==> src/rtl/acq_pkg.sv <==
// rtl/acq_pkg.sv - shared state encoding and reset constants for the acquisition sequencer
package acq_pkg;

  typedef enum logic [2:0] {
    S_IDLE     = 3'd0,
    S_LDCTRL   = 3'd1,
    S_CFG_WAIT = 3'd2,
    S_AGC      = 3'd3,
    S_SETTLE   = 3'd4,
    S_CLEAR    = 3'd5,
    S_RUN      = 3'd6,
    S_FAULT    = 3'd7
  } acq_state_t;

  localparam logic [9:0]  CTRLWORD_DEFAULT = 10'b0000100100;
  localparam logic [11:0] AGC_DEFAULT      = 12'h333;

  function automatic int max2(input int a, input int b);
    return (a > b) ? a : b;
  endfunction

endpackage

==> src/rtl/agc_update_gate.sv <==
// rtl/agc_update_gate.sv - holds AGC level updates and spaces SPI DAC writes by GAP cycles
module agc_update_gate #(
  parameter int GAP = 64
) (
  input  logic        clk,
  input  logic        arst,
  input  logic        en,
  input  logic        reload,
  input  logic        update,
  input  logic [11:0] level,
  output logic        fire,
  output logic [11:0] data
);

  localparam int GW = $clog2(GAP + 1);

  logic [GW-1:0] gap;
  logic          pend;
  logic [11:0]   pend_val;
  logic          ready;

  // The load pulse is registered one cycle after this decision, so gap==1 already honours spacing.
  assign ready = (gap <= GW'(1));
  assign fire  = en && ready && (pend || update);
  assign data  = update ? level : pend_val;

  always_ff @(posedge clk or posedge arst) begin
    if (arst) begin
      gap      <= '0;
      pend     <= 1'b0;
      pend_val <= '0;
    end else begin
      if (reload || fire) begin
        gap <= GW'(GAP);
      end else if (gap != '0) begin
        gap <= gap - GW'(1);
      end

      if (!en || fire) begin
        pend <= 1'b0;
      end else if (update) begin
        pend <= 1'b1;
      end

      if (en && update) begin
        pend_val <= level;
      end
    end
  end

endmodule

==> src/rtl/acq_sequencer.sv <==
// rtl/acq_sequencer.sv - master acquisition sequencer: ADC config, AGC load, settle, FIFO clear, run
module acq_sequencer
  import acq_pkg::*;
#(
  parameter int          SETTLE_CYCLES = 1000,
  parameter int          BUSY_TIMEOUT  = 4096,
  parameter int          AGC_GAP       = 64,
  parameter logic [9:0]  CTRLWORD_RST  = CTRLWORD_DEFAULT,
  parameter logic [11:0] AGC_RST       = AGC_DEFAULT
) (
  input  logic        clk,
  input  logic        arst,
  input  logic        start,
  input  logic        stop,
  input  logic [9:0]  ctrlword_in,
  input  logic [11:0] agc_level,
  input  logic        agc_update,
  input  logic        mbusy_i,
  input  logic        mbusy_q,
  input  logic        fifo_full,
  output logic        adc_ldctrl,
  output logic [9:0]  adc_ctrlword,
  output logic        adc_enable,
  output logic        agc_load,
  output logic [11:0] agc_data,
  output logic        fifo_clr,
  output logic        running,
  output logic        overflow,
  output logic        timeout_err,
  output logic [2:0]  state
);

  localparam int CNT_W = max2($clog2(BUSY_TIMEOUT + 1), $clog2(SETTLE_CYCLES + 1));
  localparam logic [CNT_W-1:0] BUSY_LAST   = CNT_W'(BUSY_TIMEOUT - 1);
  localparam logic [CNT_W-1:0] SETTLE_LAST = CNT_W'((SETTLE_CYCLES > 0) ? SETTLE_CYCLES - 1 : 0);

  acq_state_t       state_r, next_state;
  logic [CNT_W-1:0] cnt;
  logic             accept_start;
  logic             gate_fire;
  logic [11:0]      gate_data;
  logic             ldctrl_d, agc_load_d, clr_d, run_d, ovf_d, to_d;
  logic [9:0]       ctrlword_d;
  logic [11:0]      agc_data_d;

  assign accept_start = start && !stop && (state_r == S_IDLE || state_r == S_FAULT);
  assign state        = state_r;

  always_ff @(posedge clk or posedge arst) begin
    if (arst) begin
      state_r <= S_IDLE;
    end else begin
      state_r <= next_state;
    end
  end

  always_comb begin
    next_state = state_r;
    if (stop && state_r != S_IDLE) begin
      next_state = S_IDLE;
    end else begin
      case (state_r)
        S_IDLE:     if (start) next_state = S_LDCTRL;
        S_LDCTRL:   next_state = S_CFG_WAIT;
        // First CFG_WAIT cycle is blind: the ADC interfaces have not yet raised mbusy.
        S_CFG_WAIT: begin
          if (cnt != '0 && !mbusy_i && !mbusy_q) next_state = S_AGC;
          else if (cnt >= BUSY_LAST)             next_state = S_FAULT;
        end
        S_AGC:      next_state = S_SETTLE;
        S_SETTLE:   if (cnt >= SETTLE_LAST) next_state = S_CLEAR;
        S_CLEAR:    next_state = S_RUN;
        S_RUN:      if (fifo_full) next_state = S_FAULT;
        S_FAULT:    if (start) next_state = S_LDCTRL;
        default:    next_state = S_IDLE;
      endcase
    end
  end

  always_ff @(posedge clk or posedge arst) begin
    if (arst) begin
      cnt <= '0;
    end else if (next_state != state_r) begin
      cnt <= '0;
    end else if (cnt != '1) begin
      cnt <= cnt + CNT_W'(1);
    end
  end

  agc_update_gate #(.GAP(AGC_GAP)) u_gate (
    .clk    (clk),
    .arst   (arst),
    .en     (state_r == S_RUN && next_state == S_RUN),
    .reload (next_state == S_AGC),
    .update (agc_update),
    .level  (agc_level),
    .fire   (gate_fire),
    .data   (gate_data)
  );

  always_comb begin
    ldctrl_d   = (next_state == S_LDCTRL);
    agc_load_d = (next_state == S_AGC) || gate_fire;
    clr_d      = (next_state == S_CLEAR);
    run_d      = (next_state == S_RUN);
    ovf_d      = overflow;
    to_d       = timeout_err;
    ctrlword_d = adc_ctrlword;
    agc_data_d = agc_data;
    if (accept_start) begin
      ovf_d      = 1'b0;
      to_d       = 1'b0;
      ctrlword_d = ctrlword_in;
      agc_data_d = agc_level;
    end else begin
      if (state_r == S_RUN && next_state == S_FAULT)      ovf_d = 1'b1;
      if (state_r == S_CFG_WAIT && next_state == S_FAULT) to_d  = 1'b1;
      if (gate_fire) agc_data_d = gate_data;
    end
  end

  always_ff @(posedge clk or posedge arst) begin
    if (arst) begin
      adc_ldctrl   <= 1'b0;
      agc_load     <= 1'b0;
      fifo_clr     <= 1'b0;
      adc_enable   <= 1'b0;
      running      <= 1'b0;
      overflow     <= 1'b0;
      timeout_err  <= 1'b0;
      adc_ctrlword <= CTRLWORD_RST;
      agc_data     <= AGC_RST;
    end else begin
      adc_ldctrl   <= ldctrl_d;
      agc_load     <= agc_load_d;
      fifo_clr     <= clr_d;
      adc_enable   <= run_d;
      running      <= run_d;
      overflow     <= ovf_d;
      timeout_err  <= to_d;
      adc_ctrlword <= ctrlword_d;
      agc_data     <= agc_data_d;
    end
  end

endmodule

==> config.mk <==
export PLATFORM = sky130hd
export DESIGN_NAME = acq_sequencer
export DESIGN_NICKNAME = d
export VERILOG_FILES = /design/src/rtl/acq_pkg.sv /design/src/rtl/agc_update_gate.sv /design/src/rtl/acq_sequencer.sv
export SDC_FILE = /design/constraint.sdc
export NUM_CORES = 1
export LEC_CHECK = 0
export BUFFER_PORTS_ARGS = -buffer_cell sky130_fd_sc_hd__buf_2
export CAP_MARGIN = 40
export CELL_PAD_IN_SITES_DETAIL_PLACEMENT = 1
export CELL_PAD_IN_SITES_GLOBAL_PLACEMENT = 1
export CORE_ASPECT_RATIO = 0.6
export CORE_MARGIN = 1.5
export CORE_UTILIZATION = 43
export DETAILED_ROUTE_END_ITERATION = 16
export PLACE_DENSITY_LB_ADDON = 0.1
export SKIP_CTS_REPAIR_TIMING = 1
export SLEW_MARGIN = 15
export SYNTH_ARGS = -nofsm -noshare
export SYNTH_HDL_FRONTEND = slang
export SYNTH_SLANG_ARGS = --single-unit
export TNS_END_PERCENT = 50
==> constraint.sdc <==
create_clock -name clk -period 2.5 [get_ports clk]
set_input_delay 0.125 -clock clk [delete_from_list [all_inputs] [get_ports clk]]
set_output_delay 0.125 -clock clk [all_outputs]
set_load 0.01 [all_outputs]
==> Implementation_results.wiki, run 1 <==
{| class="wikitable"
! Metric !! Value
|-
| Setup clock skew after layout || roughly 7.6 ps
|-
| GRT Overall Usage || 21.8%
|-
| Number of setup violations in the final report || 0
|-
| Tightest Hold Check Type || in -> reg
|-
| Period minus WS final || between 2000 and 2500 ps
|-
| Final cycle utilization of the critical path || 82.1%
|-
| Number of placement rows || 24
|-
| Maximum buffer depth of the clock tree || 2
|-
| Number of ports placed on the die boundary || 62
|-
| Leakage component of the power || ~1.9 nW
|-
| Layer with the highest usage || met1
|-
| Post-synthesis instance total || 288
|-
| Wirelength per Cell || 16.6 um
|-
| Number of input and output port buffers inserted || slightly above 60
|-
| Worst Min Path Start || ctrlword_in[8]
|-
| Async set-reset flop share out of synthesis || 100%
|-
| Placement-stage cell area || 3620 um2
|-
| Worst Path Buf+Inv || 2
|-
| Cell family with most CP delay || simple AND/OR/NAND/NOR gates
|-
| Most used standard cell by instance count after synthesis || sky130_fd_sc_hd__dfrtp_1
|-
| Initial antenna violation count || 1
|-
| Maximum frequency from static timing analysis || roughly 0.5 GHz
|-
| Register area share after synthesis || about half
|-
| Initial cell density of the core || 44.2%
|-
| Number of optimization iterations in the first detailed-route pass || 4
|-
| Post-synth top area share || 43.8%
|-
| Library cell with the largest summed area after synthesis || sky130_fd_sc_hd__dfrtp_1
|-
| Type of origin of the critical path || register
|-
| Die Footprint || ~8000 um2
|-
| Number of pins exceeding their max-slew limit in the final report || 0
|-
| FF-to-FF path depth || 8
|-
| Pin count of the biggest net entering global routing || 65
|-
| Slowest CP cell || sky130_fd_sc_hd__dfrtp_1
|-
| Share of final-layout standard cells stronger than drive strength 1 || between 30% and 40%
|-
| Met2 demand-to-capacity share in global routing || a little under a third
|-
| Fraction of met1 tracks used by global routing || a little under a third
|-
| CTS sink cnt || 64
|-
| Worst EP required || between 2000 and 3000 ps
|-
| Final total negative setup slack || 0 ps
|-
| Clock tree from TritonCTS || yes
|-
| Diode count || 0
|-
| Synth cell types || 60
|-
| Final Hold Vio Count || 0
|-
| Flop and latch count out of synthesis || 64
|-
| Largest fanout on the critical path || 13
|-
| Slew HR || between 60 and 70%
|-
| Area of the core || approximately 7200 um2
|-
| Root Buffer Master || sky130_fd_sc_hd__clkbuf_16
|-
| Type of the worst setup path || reg -> reg
|-
| Hold path endpoint || adc_ctrlword[8]
|-
| X dimension of the die || roughly 110 um
|-
| Number of filler instances in the final layout || ~790
|-
| CP Depth || 8
|-
| Leading post-synthesis cells by cell area || sky130_fd_sc_hd__dfrtp_1, sky130_fd_sc_hd__mux2_2, sky130_fd_sc_hd__dfstp_2
|-
| Violation count after the first detailed-routing iteration || 90
|-
| Unrepaired setup endpoints after global routing || no
|-
| Register-to-register setup slack || approximately 450 ps
|-
| Register clock-pin slew on the reported worst setup and hold paths || ~60 ps
|-
| Post-Syn Area || roughly 3200 um2
|-
| Cell depth of the worst min-delay path || 2
|-
| Peak VDD IR || about 0.55 mV
|-
| Number of synthesis warnings || 0
|-
| Post-route ant nets || 0
|-
| Worst-Skew Late Latency || between 300 and 400 ps
|-
| Layout Cell Area excl Fill || 3950 um2
|-
| Status || finished clean
|-
| Net Count, Synth || between 300 and 400
|-
| Die Y-Extent || between 60 and 70 um
|-
| Vias after detailed routing || ~2.4k
|-
| Wire length of the first global-routing pass || ~13000 um
|-
| Layout Nets || a little under 400
|-
| Max-cap viol count || 0
|-
| Global Route met3 Usage || 8.48%
|-
| Number of enable flip-flop cells after synthesis || 0
|-
| Total power divided by cell area || between 1000 and 1500 nW/um2
|-
| Vias per cell || between 5 and 6
|-
| Total number of H-tree levels || 3
|-
| Grt ovf || 0
|-
| Detailed placer's ending HPWL || around 5500 um
|-
| Cells traversed along the worst timing path || inv_1 > ha_1 > nor4b_2 > nand4_1 > a211oi_1 > o22ai_2 > buf_4 > nor3_1
|-
| Relative area change from synthesis to final layout || 23.2%
|-
| Via count of the first global-routing pass || roughly 2.6k
|-
| Transition at the pin with the smallest max-transition slack || just under 600 ps
|-
| R2r startpoint || cnt[0]
|-
| Data arrival time of the critical path || about 2300 ps
|-
| RePlAce Congestion || 0.767
|-
| Total design power || about 4.5 mW
|-
| Critical path endpoint category || register
|-
| Synth Area per Inst || about 11 um2
|-
| Leading register cell type out of synthesis || sky130_fd_sc_hd__dfrtp_1
|-
| Final core occ || between 50% and 60%
|-
| Post-synth top cells || sky130_fd_sc_hd__dfrtp_1, sky130_fd_sc_hd__mux2_2, sky130_fd_sc_hd__nand2_1, sky130_fd_sc_hd__nor2_1, sky130_fd_sc_hd__o21ai_0
|-
| Max stage delay on crit path || 440 ps
|-
| Post-route DRC violation count || 0
|-
| Number of buffers created by CTS || 9
|-
| Final Routed Wirelength || about 7700 um
|-
| FF-to-FF End || cnt[8]
|}
[layout by cell type (no fill, tap or decap), types with 7 or more instances in the layout]
master,count
sky130_fd_sc_hd__mux2i_1,14
sky130_fd_sc_hd__inv_1,8
sky130_fd_sc_hd__nand2_1,20
sky130_fd_sc_hd__dfstp_2,8
sky130_fd_sc_hd__nor2_1,19
sky130_fd_sc_hd__clkbuf_16,9
sky130_fd_sc_hd__xor2_1,7
sky130_fd_sc_hd__o21ai_0,16
sky130_fd_sc_hd__and3_1,7
sky130_fd_sc_hd__mux2_2,23
sky130_fd_sc_hd__nand3_1,8
sky130_fd_sc_hd__nor3_1,7
sky130_fd_sc_hd__dfrtp_1,56
sky130_fd_sc_hd__a21oi_1,7
sky130_fd_sc_hd__buf_2,61
sky130_fd_sc_hd__nor2_2,10
[report_power, final]
group	internal [mW]	leakage [nW]	switching, mW
Combinational	0.656	0.905	0.812
Sequential	1.40	0.821	0.249
Clock	0.869	0.148	0.464
Total	2.93	1.87	1.52
[routing by layer]
layer	up-vias	wire, um
met4	2	93
met2	54	3190
li1	1164	-
met3	10	439
met1	1181	3990
met5	-	10
[through the flow]
stage               instances  setup WS (ps)  hold WS (ps)
finish                    464            448          20.4
global route              464            309          23.2
CTS                       463            436          -134
detailed placement        447            455           226
global placement          447            497           229
floorplan                 288            716           191
[registers in the layout, summed over array words and instances, names as in the netlist, 3 cells and up]
name             count
u_gate.pend_val     12
adc_ctrlword        10
state                3
cnt                 13
agc_data            12
u_gate.gap           7
[cell type report]
class | instances | area, um2 | share of cell area [%]
multi-input combinational | 202 | 1480 | 37.4
tap | 104 | 130 | 3.30
clock buffer | 10 | 229 | 5.80
sequential | 64 | 1610 | 40.9
inverter | 9 | 33.8 | 0.856
timing repair buffer | 69 | 380 | 9.64
clock inverter | 6 | 85.1 | 2.16
[worst reg2reg max path, stage by stage, from the launching register on]
cell,delay [ps]
sky130_fd_sc_hd__dfrtp_1,440
sky130_fd_sc_hd__inv_1,80
sky130_fd_sc_hd__ha_1,150
sky130_fd_sc_hd__nor4b_2,260
sky130_fd_sc_hd__nand4_1,220
sky130_fd_sc_hd__a211oi_1,330
sky130_fd_sc_hd__o22ai_2,100
sky130_fd_sc_hd__buf_4,210
sky130_fd_sc_hd__nor3_1,190
[kinds of logic after synthesis]
logic type,count (synthesis),synth area share (%)
XOR/XNOR,11,3.01
flip-flops,64,50.3
buffers and inverters,22,3.59
AO/OA/AOI/OAI,46,10.7
AND/OR/NAND/NOR,104,18.3
multiplexers,37,12.5
adder cells (fa/ha/maj),4,1.56
[worst max-delay path by stage]
stage | slack, ps | from | to
after global routing | 310 | cnt[0] | cnt[7]
after floorplan | 720 | state[0] | adc_ctrlword[0]
after CTS | 440 | state[0] | u_gate.gap[1]
final | 450 | cnt[0] | cnt[8]
after detailed placement | 450 | state[0] | u_gate.gap[1]
after global placement | 500 | cnt[1] | cnt[8]
Note: power is estimated with default switching activity, not from simulation.
==> run 2: changes to the inputs <==
--- a/config.mk
+++ b/config.mk
@@ -11,7 +11,7 @@
 export CELL_PAD_IN_SITES_GLOBAL_PLACEMENT = 1
 export CORE_ASPECT_RATIO = 0.6
 export CORE_MARGIN = 1.5
-export CORE_UTILIZATION = 43
+export CORE_UTILIZATION = 39
 export DETAILED_ROUTE_END_ITERATION = 16
 export PLACE_DENSITY_LB_ADDON = 0.1
 export SKIP_CTS_REPAIR_TIMING = 1
==> constraint.sdc (replaced) <==
create_clock -name clk -period 1.8 [get_ports clk]
set_input_delay 0.09 -clock clk [delete_from_list [all_inputs] [get_ports clk]]
set_output_delay 0.09 -clock clk [all_outputs]
set_load 0.01 [all_outputs]
==> run 2 against run 1 <==
  * Clock power rose by 33%
  * The run now ends with negative setup slack left
  * Critical path type unchanged
  * Sequential power rose by 38%
  * Worst setup slack got worse by 680 ps
==> Implementation_results.wiki, run 2 (same netlist as run 1, synthesis figures left out) <==
{| class="wikitable"
! Metric !! Value
|-
| RePlAce Congestion || ~0.81
|-
| Final Routed Wirelength || about 9300 um
|-
| Largest register by flop count || cnt
|-
| Number of filler instances in the final layout || between 800 and 900
|-
| Type of the worst setup path || reg -> reg
|-
| Worst-Skew Late Latency || about 330 ps
|-
| X dimension of the die || 120 um
|-
| Post-route ant nets || 0
|-
| Share of final-layout standard cells stronger than drive strength 1 || a little over half
|-
| Worst-case hold slack || approximately 6.4 ps
|-
| Largest registers || cnt: 13 flops, agc_data: 12 flops, u_gate.pend_val: 12 flops
|-
| Transition at the pin with the smallest max-transition slack || between 500 and 600 ps
|-
| Non-filler cells in the finished layout || 520
|-
| Total number of H-tree levels || 3
|-
| Max stage delay on crit path || ~410 ps
|-
| Detailed placer's ending HPWL || between 6000 and 7000 um
|-
| Diode count || 0
|-
| Final Hold Vio Count || 0
|-
| Violation count after the first detailed-routing iteration || approximately 130
|-
| Vias after detailed routing || around 2.7k
|-
| Maximum buffer depth of the clock tree || 2
|-
| Total power divided by cell area || roughly 1500 nW/um2
|-
| Number of pins exceeding their max-slew limit in the final report || 0
|-
| Pin count of the biggest net entering global routing || 28
|-
| Unrepaired setup endpoints after global routing || yes
|-
| Largest fanout on the critical path || 5
|-
| CTS sink cnt || between 60 and 70
|-
| Die Y-Extent || ~73 um
|-
| Number of setup violations in the final report || 25
|-
| Slew HR || 60.8%
|-
| Wire length of the first global-routing pass || around 14000 um
|-
| Via count of the first global-routing pass || around 2.6k
|-
| Number of placement rows || 25
|-
| Type of origin of the critical path || register
|-
| Final cycle utilization of the critical path || 113%
|-
| Most used cells in the layout excluding fill and tap cells || sky130_fd_sc_hd__buf_2, sky130_fd_sc_hd__dfrtp_1, sky130_fd_sc_hd__buf_4
|-
| Wirelength per Cell || around 18 um
|-
| Critical path endpoint category || register
|-
| Maximum frequency from static timing analysis || ~0.49 GHz
|-
| Cells traversed along the worst timing path || inv_2 > ha_4 > nor4b_4 > nand4_1 > a211oi_2 > o22ai_2 > buf_6 > nor3_2
|-
| Root Buffer Master || sky130_fd_sc_hd__clkbuf_16
|-
| Number of optimization iterations in the first detailed-route pass || 4
|-
| Die Footprint || 8780 um2
|-
| Area of the core || 7910 um2
|-
| Register clock-pin slew on the reported worst setup and hold paths || roughly 60 ps
|-
| Total placed cells including tap cells || ~490
|-
| Layout Nets || 441
|-
| Max-cap viol count || 0
|-
| Status || complete, but fails checks
|-
| Post-route DRC violation count || 0
|-
| Setup clock skew after layout || about 5.4 ps
|-
| Max FFs per register || 13
|-
| Peak VDD IR || around 0.74 mV
|-
| Data arrival time of the critical path || roughly 2300 ps
|-
| Tightest Hold Check Type || in -> reg
|-
| Initial cell density of the core || about two fifths
|-
| Slowest CP cell || sky130_fd_sc_hd__dfrtp_1
|-
| Worst Path Buf+Inv || 2
|-
| Placement Setup Slack || -146 ps
|-
| Worst EP required || about 2100 ps
|-
| Final worst-path setup slack || -230 ps
|-
| Initial antenna violation count || 0
|-
| Clock tree from TritonCTS || yes
|-
| Number of buffers created by CTS || 9
|-
| Final core occ || about three fifths
|-
| Total design power || 6.98 mW
|-
| Cell family with most CP delay || simple AND/OR/NAND/NOR gates
|-
| Period minus WS final || ~2000 ps
|-
| GRT Overall Usage || 20.4%
|-
| Violated checks || negative setup slack
|-
| Vias per cell || a little over 5
|-
| Number of input and output port buffers inserted || 61
|-
| Grt ovf || 0
|-
| Leakage component of the power || 2.19 nW
|-
| Number of ports placed on the die boundary || 62
|-
| Leading cell type in the layout, fill and taps excluded || sky130_fd_sc_hd__buf_2
|-
| Relative area change from synthesis to final layout || 44.5%
|}
run 2: cell types whose count changed in the layout (fill, tap and decap cells not counted), sizes merged:
cell and change:
inv +1, clkinv -1, clkinvlp +1, dlygate4sd3 +9, bufinv -1, buf +43
run 2: metal layers:
| metal | share of wire (%) | up-vias | GRT usage [%] |
|---|---|---|---|
| li1 | - | 1274 | - |
| met1 | 48 | 1348 | 28.2 |
| met2 | 47 | 54 | 31.4 |
| met3 | 3.7 | 12 | 5.39 |
| met4 | 1.0 | 0 | 6.61 |
| met5 | 0 | - | 0 |
run 2: area by class of cell:
cell class | count | area [um2] | area share [%]
clock inverter | 6 | 66.3 | 1.43
clock buffer | 10 | 239 | 5.17
tap | 108 | 135 | 2.92
sequential | 64 | 1620 | 35.0
multi-input combinational | 202 | 1690 | 36.6
inverter | 9 | 33.8 | 0.730
timing repair buffer | 121 | 840 | 18.1
run 2: worst register-to-register path, delay by kind of cell (launching register included):
family,cells,cell delay (ps)
AO/OA/AOI/OAI,2,530
adder cells (fa/ha/maj),1,130
buffers and inverters,2,250
flip-flops,1,410
AND/OR/NAND/NOR,3,630
run 2: worst paths after layout:
kind	from	end	slack, ps	depth (start not counted)
max	cnt[1]	cnt[8]	-230	8
min reg2reg	agc_data[0]	agc_data[0]	470	2
max in group asynchronous	arst	adc_ctrlword[5]	710	4
min in group asynchronous	arst	agc_data[6]	380	3
max reg2reg	cnt[1]	cnt[8]	-230	8
min	agc_level[6]	u_gate.pend_val[6]	6	2
run 2: report_power, final:
group          internal (mW)  switching [mW]  total (mW)
registers               1.96           0.316        2.27
clock network           1.11           0.664        1.77
logic                   1.41            1.52        2.94
run 2: through the flow:
step,setup TNS (ps),area (um2)
6_report,-3290,4630
3_5_place_dp,-1420,3930
3_3_place_gp,-1070,3930
4_1_cts,-1920,4240
2_1_floorplan,0,3200
5_1_grt,-5660,4630
